--- src/rtl/sm_route_sequencer.sv ---
// sm_route_sequencer
// Route controller between the node detector and the motor/turn logic of the
// soil-monitoring bot. Each new node count triggers a lookup of the programmed
// action in a small route table. Depending on that action, the block gates line
// following, issues a turn command, or holds the bot still for a soil-sensing
// dwell.
//
// Ports:
//   clk_50        system clock (50 MHz)
//   rst_n         asynchronous active-low reset (also resets the table to END)
//   start         one-cycle pulse; (re)starts route execution from entry 0
//   cfg_we/addr/data  route table write port, accepted only in IDLE/DONE/FAULT
//   nodes         node count from the detector; any change is a node event
//   cmd_ready     motor controller accepts the turn command
//   turn_done     motor controller finished the turn (pulse)
//   run_enable    line follower enable
//   cmd_valid/cmd turn command (00 LEFT, 01 RIGHT, 10 UTURN)
//   sense_active  soil-sensing dwell in progress
//   route_idx     current table index
//   busy/done     route running / route reached END
//   fault         sticky: turn timeout or table overrun
//   missed        sticky: node event arrived while not following the line
module sm_route_sequencer #(
  parameter int NODE_W       = 6,
  parameter int DEPTH        = 32,
  parameter int SENSE_CYCLES = 5000000,
  parameter int TURN_TIMEOUT = 100000000
) (
  input  logic              clk_50,
  input  logic              rst_n,
  input  logic              start,
  input  logic              cfg_we,
  input  logic [4:0]        cfg_addr,
  input  logic [2:0]        cfg_data,
  input  logic [NODE_W-1:0] nodes,
  input  logic              cmd_ready,
  input  logic              turn_done,
  output logic              run_enable,
  output logic              cmd_valid,
  output logic [1:0]        cmd,
  output logic              sense_active,
  output logic [4:0]        route_idx,
  output logic              busy,
  output logic              done,
  output logic              fault,
  output logic              missed
);

  typedef enum logic [2:0] {
    S_IDLE, S_FOLLOW, S_DISPATCH, S_CMD, S_WAIT_TURN, S_SENSE, S_DONE, S_FAULT
  } state_t;

  localparam logic [2:0]  A_STRAIGHT = 3'b000;
  localparam logic [2:0]  A_LEFT     = 3'b001;
  localparam logic [2:0]  A_RIGHT    = 3'b010;
  localparam logic [2:0]  A_UTURN    = 3'b011;
  localparam logic [2:0]  A_SENSE    = 3'b100;
  localparam logic [2:0]  A_END      = 3'b101;
  localparam logic [4:0]  LAST_IDX   = 5'(DEPTH - 1);
  localparam logic [31:0] SENSE_LAST = 32'(SENSE_CYCLES - 1);
  localparam logic [31:0] TURN_LAST  = 32'(TURN_TIMEOUT - 1);

  state_t            state;
  logic [2:0]        route_tbl [DEPTH];
  logic [2:0]        action;
  logic [31:0]       cnt;
  logic [NODE_W-1:0] nodes_last;
  logic              node_evt;
  logic              cfg_open;
  logic              advance;

  assign node_evt = (nodes != nodes_last);
  assign cfg_open = (state == S_IDLE) || (state == S_DONE) || (state == S_FAULT);

  // Every path that moves on to the next table entry funnels through here so
  // the overrun check lives in one place.
  always_comb begin
    advance = 1'b0;
    if ((state == S_DISPATCH) && (action == A_STRAIGHT)) advance = 1'b1;
    if ((state == S_WAIT_TURN) && turn_done)             advance = 1'b1;
    if ((state == S_SENSE) && (cnt == SENSE_LAST))       advance = 1'b1;
  end

  always_ff @(posedge clk_50 or negedge rst_n) begin
    if (!rst_n) begin
      for (int i = 0; i < DEPTH; i++) route_tbl[i] <= A_END;
    end else if (cfg_we && cfg_open) begin
      route_tbl[cfg_addr] <= cfg_data;
    end
  end

  always_ff @(posedge clk_50 or negedge rst_n) begin
    if (!rst_n) begin
      state        <= S_IDLE;
      action       <= A_END;
      cnt          <= '0;
      nodes_last   <= '0;
      run_enable   <= 1'b0;
      cmd_valid    <= 1'b0;
      cmd          <= 2'b00;
      sense_active <= 1'b0;
      route_idx    <= '0;
      busy         <= 1'b0;
      done         <= 1'b0;
      fault        <= 1'b0;
      missed       <= 1'b0;
    end else begin
      nodes_last <= nodes;

      // Events arriving while the bot is not following the line are lost.
      if (node_evt && ((state == S_DISPATCH) || (state == S_CMD) ||
                       (state == S_WAIT_TURN) || (state == S_SENSE)))
        missed <= 1'b1;

      case (state)
        S_IDLE, S_DONE, S_FAULT: begin
          if (start) begin
            state        <= S_FOLLOW;
            route_idx    <= '0;
            done         <= 1'b0;
            fault        <= 1'b0;
            missed       <= 1'b0;
            busy         <= 1'b1;
            run_enable   <= 1'b1;
            cmd_valid    <= 1'b0;
            sense_active <= 1'b0;
          end
        end
        S_FOLLOW: begin
          if (node_evt) begin
            action     <= route_tbl[route_idx];
            run_enable <= 1'b0;
            state      <= S_DISPATCH;
          end
        end
        S_DISPATCH: begin
          case (action)
            A_STRAIGHT: ;
            A_LEFT, A_RIGHT, A_UTURN: begin
              // Action codes 1..3 map onto turn commands 0..2.
              cmd       <= action[1:0] - 2'd1;
              cmd_valid <= 1'b1;
              state     <= S_CMD;
            end
            A_SENSE: begin
              cnt          <= '0;
              sense_active <= 1'b1;
              state        <= S_SENSE;
            end
            default: begin
              done  <= 1'b1;
              busy  <= 1'b0;
              state <= S_DONE;
            end
          endcase
        end
        S_CMD: begin
          if (cmd_ready) begin
            cmd_valid <= 1'b0;
            cnt       <= '0;
            state     <= S_WAIT_TURN;
          end
        end
        S_WAIT_TURN: begin
          // turn_done is handled by advance and takes priority over timeout.
          if (!turn_done) begin
            if (cnt == TURN_LAST) begin
              fault <= 1'b1;
              busy  <= 1'b0;
              state <= S_FAULT;
            end else begin
              cnt <= cnt + 32'd1;
            end
          end
        end
        S_SENSE: begin
          if (cnt == SENSE_LAST) sense_active <= 1'b0;
          else                   cnt          <= cnt + 32'd1;
        end
        default: state <= S_IDLE;
      endcase

      if (advance) begin
        if (route_idx == LAST_IDX) begin
          fault <= 1'b1;
          busy  <= 1'b0;
          state <= S_FAULT;
        end else begin
          route_idx  <= route_idx + 5'd1;
          run_enable <= 1'b1;
          state      <= S_FOLLOW;
        end
      end
    end
  end

endmodule
--- config.mk ---
export PLATFORM = sky130hd
export DESIGN_NAME = sm_route_sequencer
export DESIGN_NICKNAME = d
export VERILOG_FILES = /design/src/rtl/sm_route_sequencer.sv
export SDC_FILE = /design/constraint.sdc
export NUM_CORES = 1
export LEC_CHECK = 0
export CORE_MARGIN = 1
export CORE_UTILIZATION = 40
export CTS_CLUSTER_SIZE = 12
export DETAILED_ROUTE_END_ITERATION = 12
export SLEW_MARGIN = 5
export SYNTH_ARGS = -nofsm -noshare
export SYNTH_HDL_FRONTEND = slang
export SYNTH_SLANG_ARGS = --single-unit
export TNS_END_PERCENT = 20
--- constraint.sdc ---
create_clock -name clk_50 -period 6.47 [get_ports clk_50]
set_clock_uncertainty 0.05 [all_clocks]
set_input_delay 1.6175 -clock clk_50 [delete_from_list [all_inputs] [get_ports clk_50]]
set_output_delay 1.6175 -clock clk_50 [all_outputs]
set_load 0.02 [all_outputs]
### Yosys cells after proc, flatten, opt, wreduce, memory -nomap -nowiden

Cells that the tools add are included.

* register bits: 154
* logic and storage cells: 169
* bits of input ports: 20
* output and inout port bits: 14

* add/sub/neg operators: 3
* bitwise gates (word level): 2
* eq/ne operators: 30
* magnitude comparators: 3
* reduce and logical (&&, ||, !) cells: 28
* mux-type cells: 58

Operators by type and width (count)
* $mux W32: 5
* $pmux W32 S4: 1
* $bwmux W96: 1
* $add A32 B1 Y32 const B: 1
* $eq A32 B23 Y1 const B: 1
* $eq A32 B27 Y1 const B: 1
* $mux W3: 10
* $mux W1: 27
* $mux W5: 4
* $bmux W3 S5: 1
* $demux W3 S5: 1
* $eq A3 B3 Y1 const B: 5
* $ne A3 B3 Y1 const B: 5
* $pmux W3 S5: 1
* $eq A3 B2 Y1 const B: 4
* $ge A6 B6 Y1 const B: 2
* $ne A2 B2 Y1 const B: 6
* $not A5 Y6: 2
* $pmux W1 S3: 3
* $pmux W3 S3: 1
* $reduce_and A4 Y1: 2
* $reduce_and A7 Y1: 1
* $eq A3 B1 Y1 const B: 2
* $logic_and A1 B1 Y1: 6
* other kinds (19): 31

### Longest topological paths before layout

* word-level depth: 8
* depth in mapped cells: 9
* mapped depth without buffers: 8

### Least setup slack after synthesis

No wires, ideal clock.

* kind: input to register
* start: input port cfg_addr[3]
* end: register route_tbl[67] (netlist bit)
* arrival: 2.858 ns
* required time: 6.295 ns
* stages on the path: 4
* path slack: 3.437 ns
* library setup time: 0.125 ns
* path buffers: 1
* path through: clkbuf_1 > or3b_2 > nor2_1 > mux2_2

* cells in the longest elaborated chain, start to end: 6
* elaborated cells on any way between the ends: 7
* those cells by class: 2 x order compare; 3 x mux; 1 x bitwise; 1 x reduce/logical

RTL lines
* start: declaration: RTL line 33 `input logic [4:0] cfg_addr,`
* $not A5 Y6 (not written as such) *: RTL line 88 `route_tbl[cfg_addr] <= cfg_data;`
* $ge A6 B6 Y1 (not written as such) / $lt A6 B1 Y1 (equally long branches): RTL line 88
* $logic_and A1 B1 Y1 (not written as such): RTL line 88
* $mux W3 (not written as such): RTL line 88
* $demux W3 S5 *: RTL line 88
* $bwmux W96 *: RTL line 88
* end signal: indexed assignment: RTL line 88
* end: declaration: RTL line 64 `logic [2:0] route_tbl [DEPTH];`

Every way passes the cells marked *; elsewhere a longest branch is shown, timed or not.
A chain may end at the register's enable or synchronous reset.

### Final worst setup path

* start: register route_idx[0]
* end: output port route_idx[0]

RTL lines
* start: declaration: RTL line 42 `output logic [4:0] route_idx,`
* start signal: assignment: RTL line 189 `route_idx <= route_idx + 5'd1;`

No word-level cell between the ends.

==> PnR_summary.wiki <==
{| class="wikitable"
! Metric !! Value
|-
| Outcome || complete, no violations
|-
| LEAKAGE || ~3.7 nW
|-
| Slack of the critical path || approximately 2700 ps
|-
| Wire length of the first global-routing pass || roughly 32000 um
|-
| Total vias in the final route || just under 6000
|-
| RSZ-0062 raised after global routing || false
|-
| Upper clock frequency limit || between 200 and 300 MHz
|-
| Area share of fa/ha/maj cells after synthesis || roughly 1.1%
|-
| Antenna violations before repair || 0
|-
| Number of endpoints failing setup at the final stage || 0
|-
| Total count of hold-check failures in the final report || 0
|-
| Placer Congestion || approximately 0.86
|-
| Xor and xnor area share after synthesis || 0.653%
|-
| Most used flip-flop cell after synthesis || sky130_fd_sc_hd__dfrtp_1
|-
| Mean instance size in the synthesized netlist || ~12 sq um
|-
| DR pass1 iterations || 5
|-
| Clk_lat worst skew || 430 ps
|-
| Max IR drop VDD || about 0.19 mV
|-
| Total of flip-flops plus latches after synthesis || roughly 150
|-
| Reg-to-reg critical path startpoint || cnt[0]$_DFFE_PN0P_
|-
| Post-route minimum period || 3740 ps
|-
| Critical path launch point type || flip-flop
|-
| Rel. slew slack || 12.8%
|-
| Tightest Hold Check Type || flip-flop to flip-flop
|-
| Ys async rst share || between 90% and 100%
|-
| CP Max Fanout || 42
|-
| Total die area || between 0.02 and 0.025 sq mm
|-
| Worst-case clock buffer depth || 2
|-
| Post-route fraction of the period consumed by the critical path || 57.7%
|-
| Die span in x || roughly 140 um
|-
| Antenna Cells || 0
|-
| TritonCTS clock tree || built
|-
| CTS buffer count || 17
|-
| Complex-gate fraction of the synthesized area || between 10% and 20%
|-
| Final std cells w/o fill || 992
|-
| Required time at the endpoint of the critical path || roughly 4800 ps
|-
| Cells resized by post-CTS repair || 0
|-
| Total Nets Final || about 740
|-
| Hold buffer count at cts || 0
|-
| Final core area utilization || a little under half
|-
| Placed wire-length estimate after detailed placement || about 13000 um
|-
| Count of standard-cell rows || 51
|-
| Count of cells along the worst hold path || 1
|-
| Number of warnings issued by yosys || 0
|-
| Detailed Route Iter0 Violations || 447
|-
| Fraction of layout cells with a size suffix above 1 || roughly 32%
|-
| Syn_nets || 725
|-
| EDFF count, synth || 0
|-
| Count of distinct cell types in the synthesized netlist || between 70 and 80
|-
| Largest net degree at the start of global routing || around 110
|-
| DIE HEIGHT || about 140 um
|-
| Layer with the highest usage after global routing || met2
|-
| Initial core utilization || 41.1%
|-
| Dominant combinational cell family by area after synthesis || multiplexers
|-
| Number of ports placed on the die boundary || 34
|-
| Number of global-route vias before repair || 5916
|-
| Total global routing overflow || 0
|-
| Reg2reg end || cnt[14]$_DFFE_PN0P_
|-
| Worst setup timing slack at the placement stage || 2590 ps
|-
| Max Cap Viol || 0
|-
| Port-buffer cells || 33
|-
| Min-Delay Endpoint || missed$_DFF_PN0_
|-
| Slack of the worst reg-to-reg path || 3200 ps
|-
| Wirelength, routed || 19200 um
|-
| Register area share after synthesis || 48.9%
|-
| Power density over the cells || roughly 380 mW/mm^2
|-
| Gr usage total || approximately a fifth
|-
| Worst-path cell with the longest stage delay || sky130_fd_sc_hd__clkdlybuf4s50_1
|-
| Critical Setup Path Class || flip-flop to output pin
|-
| Crit path DAT || between 2000 and 2500 ps
|-
| Actual transition at the worst max-transition pin || approximately 1300 ps
|-
| DRT antenna net count || 0
|-
| Most frequent standard cell in the layout excluding fill and tap cells || sky130_fd_sc_hd__mux2_2
|-
| Average detailed-routed wire length per instance || 19.4 um
|-
| Simple logic cell fraction of the synthesized area || 13.8%
|-
| Highest-count cells in the layout ignoring fill and taps || sky130_fd_sc_hd__mux2_2 (96), sky130_fd_sc_hd__dfrtp_1 (87), sky130_fd_sc_hd__dfstp_2 (66)
|-
| Cells along the critical path || buf_4 > clkdlybuf4s50_1
|-
| Synthesis-to-finish area growth || 12.9%
|-
| Origin of the worst min-delay path || missed$_DFF_PN0_
|-
| Cells after Synth || 698
|-
| Fraction of synthesized area in multiplexers || between 10% and 20%
|-
| Global routing met2 resource utilization || a little under a third
|-
| Total negative slack || 0 ps
|-
| Clock edge transition at the registers on the reported setup and hold paths || 70 ps
|-
| Slew Limit Fails || 0
|-
| Met1 track demand over resource || approximately 28%
|-
| Largest incremental delay on the critical path || 730 ps
|-
| Worst setup EP type || output pin
|-
| Clock Sinks || between 150 and 200
|-
| Root buffer cell || sky130_fd_sc_hd__clkbuf_16
|-
| Grt met3 use || 3.87%
|-
| Core Footprint || about 0.020 sq mm
|-
| Post-synthesis instance area || between 0.008 and 0.009 sq mm
|-
| Cell total after placement || 960
|-
| Cell count of the worst reg-to-reg path || 7
|-
| Per-cell via count in the routed design || slightly below 6
|-
| Post-route DRC || 0
|-
| H-Tree Level Count || 4
|-
| Setup bufs post-CTS || 0
|}
==> cells by family (layout without fill, tap and decap cells) <==
logic type / Yosys count / count (layout)
adders and majority gates: 7 / 7
muxes: 132 / 132
DFF: 154 / 154
xor gates and xnor gates: 6 / 6
buffers and inverters: 54 / 83
and+or+nand+nor: 196 / 196
AOI/OAI and AO/OA: 149 / 149
==> report_power, final <==
part,internal (mW),switching [mW],leakage (nW)
clock,0.509,0.428,0.268
combinational,0.481,0.564,1.56
sequential,1.29,0.194,1.86
==> cell usage after synthesis, types with 7 or more instances <==
master | n | area, sq um
sky130_fd_sc_hd__mux2_2 | 96 | 1080
sky130_fd_sc_hd__dfrtp_1 | 88 | 2200
sky130_fd_sc_hd__dfstp_2 | 66 | 1730
sky130_fd_sc_hd__nor2_1 | 53 | 199
sky130_fd_sc_hd__o21ai_0 | 50 | 250
sky130_fd_sc_hd__nand2_1 | 34 | 128
sky130_fd_sc_hd__nand3_1 | 32 | 160
sky130_fd_sc_hd__mux2i_1 | 24 | 240
sky130_fd_sc_hd__clkbuf_1 | 22 | 82.6
sky130_fd_sc_hd__o31ai_1 | 17 | 128
sky130_fd_sc_hd__a21oi_1 | 15 | 75.1
sky130_fd_sc_hd__inv_1 | 14 | 52.6
sky130_fd_sc_hd__a221oi_1 | 12 | 105
sky130_fd_sc_hd__mux4_2 | 12 | 270
sky130_fd_sc_hd__a31oi_1 | 11 | 68.8
sky130_fd_sc_hd__nor3_1 | 10 | 50.1
sky130_fd_sc_hd__buf_2 | 9 | 45.0
sky130_fd_sc_hd__o41ai_1 | 9 | 78.8
sky130_fd_sc_hd__and3_1 | 8 | 50.1
sky130_fd_sc_hd__ha_1 | 7 | 87.6
==> final cells by class <==
| class | instances | area, sq um |
|---|---|---|
| multi-input combinational | 490 | 3860 |
| fill | 1777 | 10500 |
| sequential | 154 | 3940 |
| tap | 265 | 332 |
| clock buffer | 18 | 439 |
| inverter | 14 | 52.6 |
| clock inverter | 14 | 113 |
| timing repair buffer | 37 | 357 |
==> sequential cells by signal (all words and copies together), names as in the netlist, 2 cells and up <==
name	count
nodes_last	6
cnt	32
route_idx	5
action	3
route_tbl	96
state	3
cmd	2
==> per-stage QoR <==
step,hold WS (ps),power (mW),area (sq um)
floorplan,402,2.23,8050
global placement,427,2.49,8540
detailed placement,431,2.54,8540
CTS,445,3.49,9090
global route,474,3.67,9090
finish,439,3.46,9090
==> worst max-delay path by stage <==
stage | startpoint | to | slack, ps | cells after the start
2_1_floorplan | cfg_addr[3] | route_tbl[67]$_DFFE_PN0P_ | 3440 | 4
3_3_place_gp | cmd_ready | cnt[14]$_DFFE_PN0P_ | 2690 | 7
3_5_place_dp | cmd_ready | cnt[12]$_DFFE_PN0P_ | 2590 | 7
4_1_cts | route_idx[0]$_DFF_PN0_ | route_idx[0] | 2690 | 2
5_1_grt | route_idx[0]$_DFF_PN0_ | route_idx[0] | 2630 | 2
6_report | route_idx[0]$_DFF_PN0_ | route_idx[0] | 2730 | 2
==> metal layers <==
metal	wire, um	vias up
met5	0	-
met4	163	0
met3	808	12
met2	8960	129
met1	9320	2970
li1	-	2660
==> critical path, delay by kind of cell (launching register included) <==
kind     cells  cell delay, ps
buf+inv      2            1280
flops        1             340
Note: power is estimated with default switching activity, not from simulation.
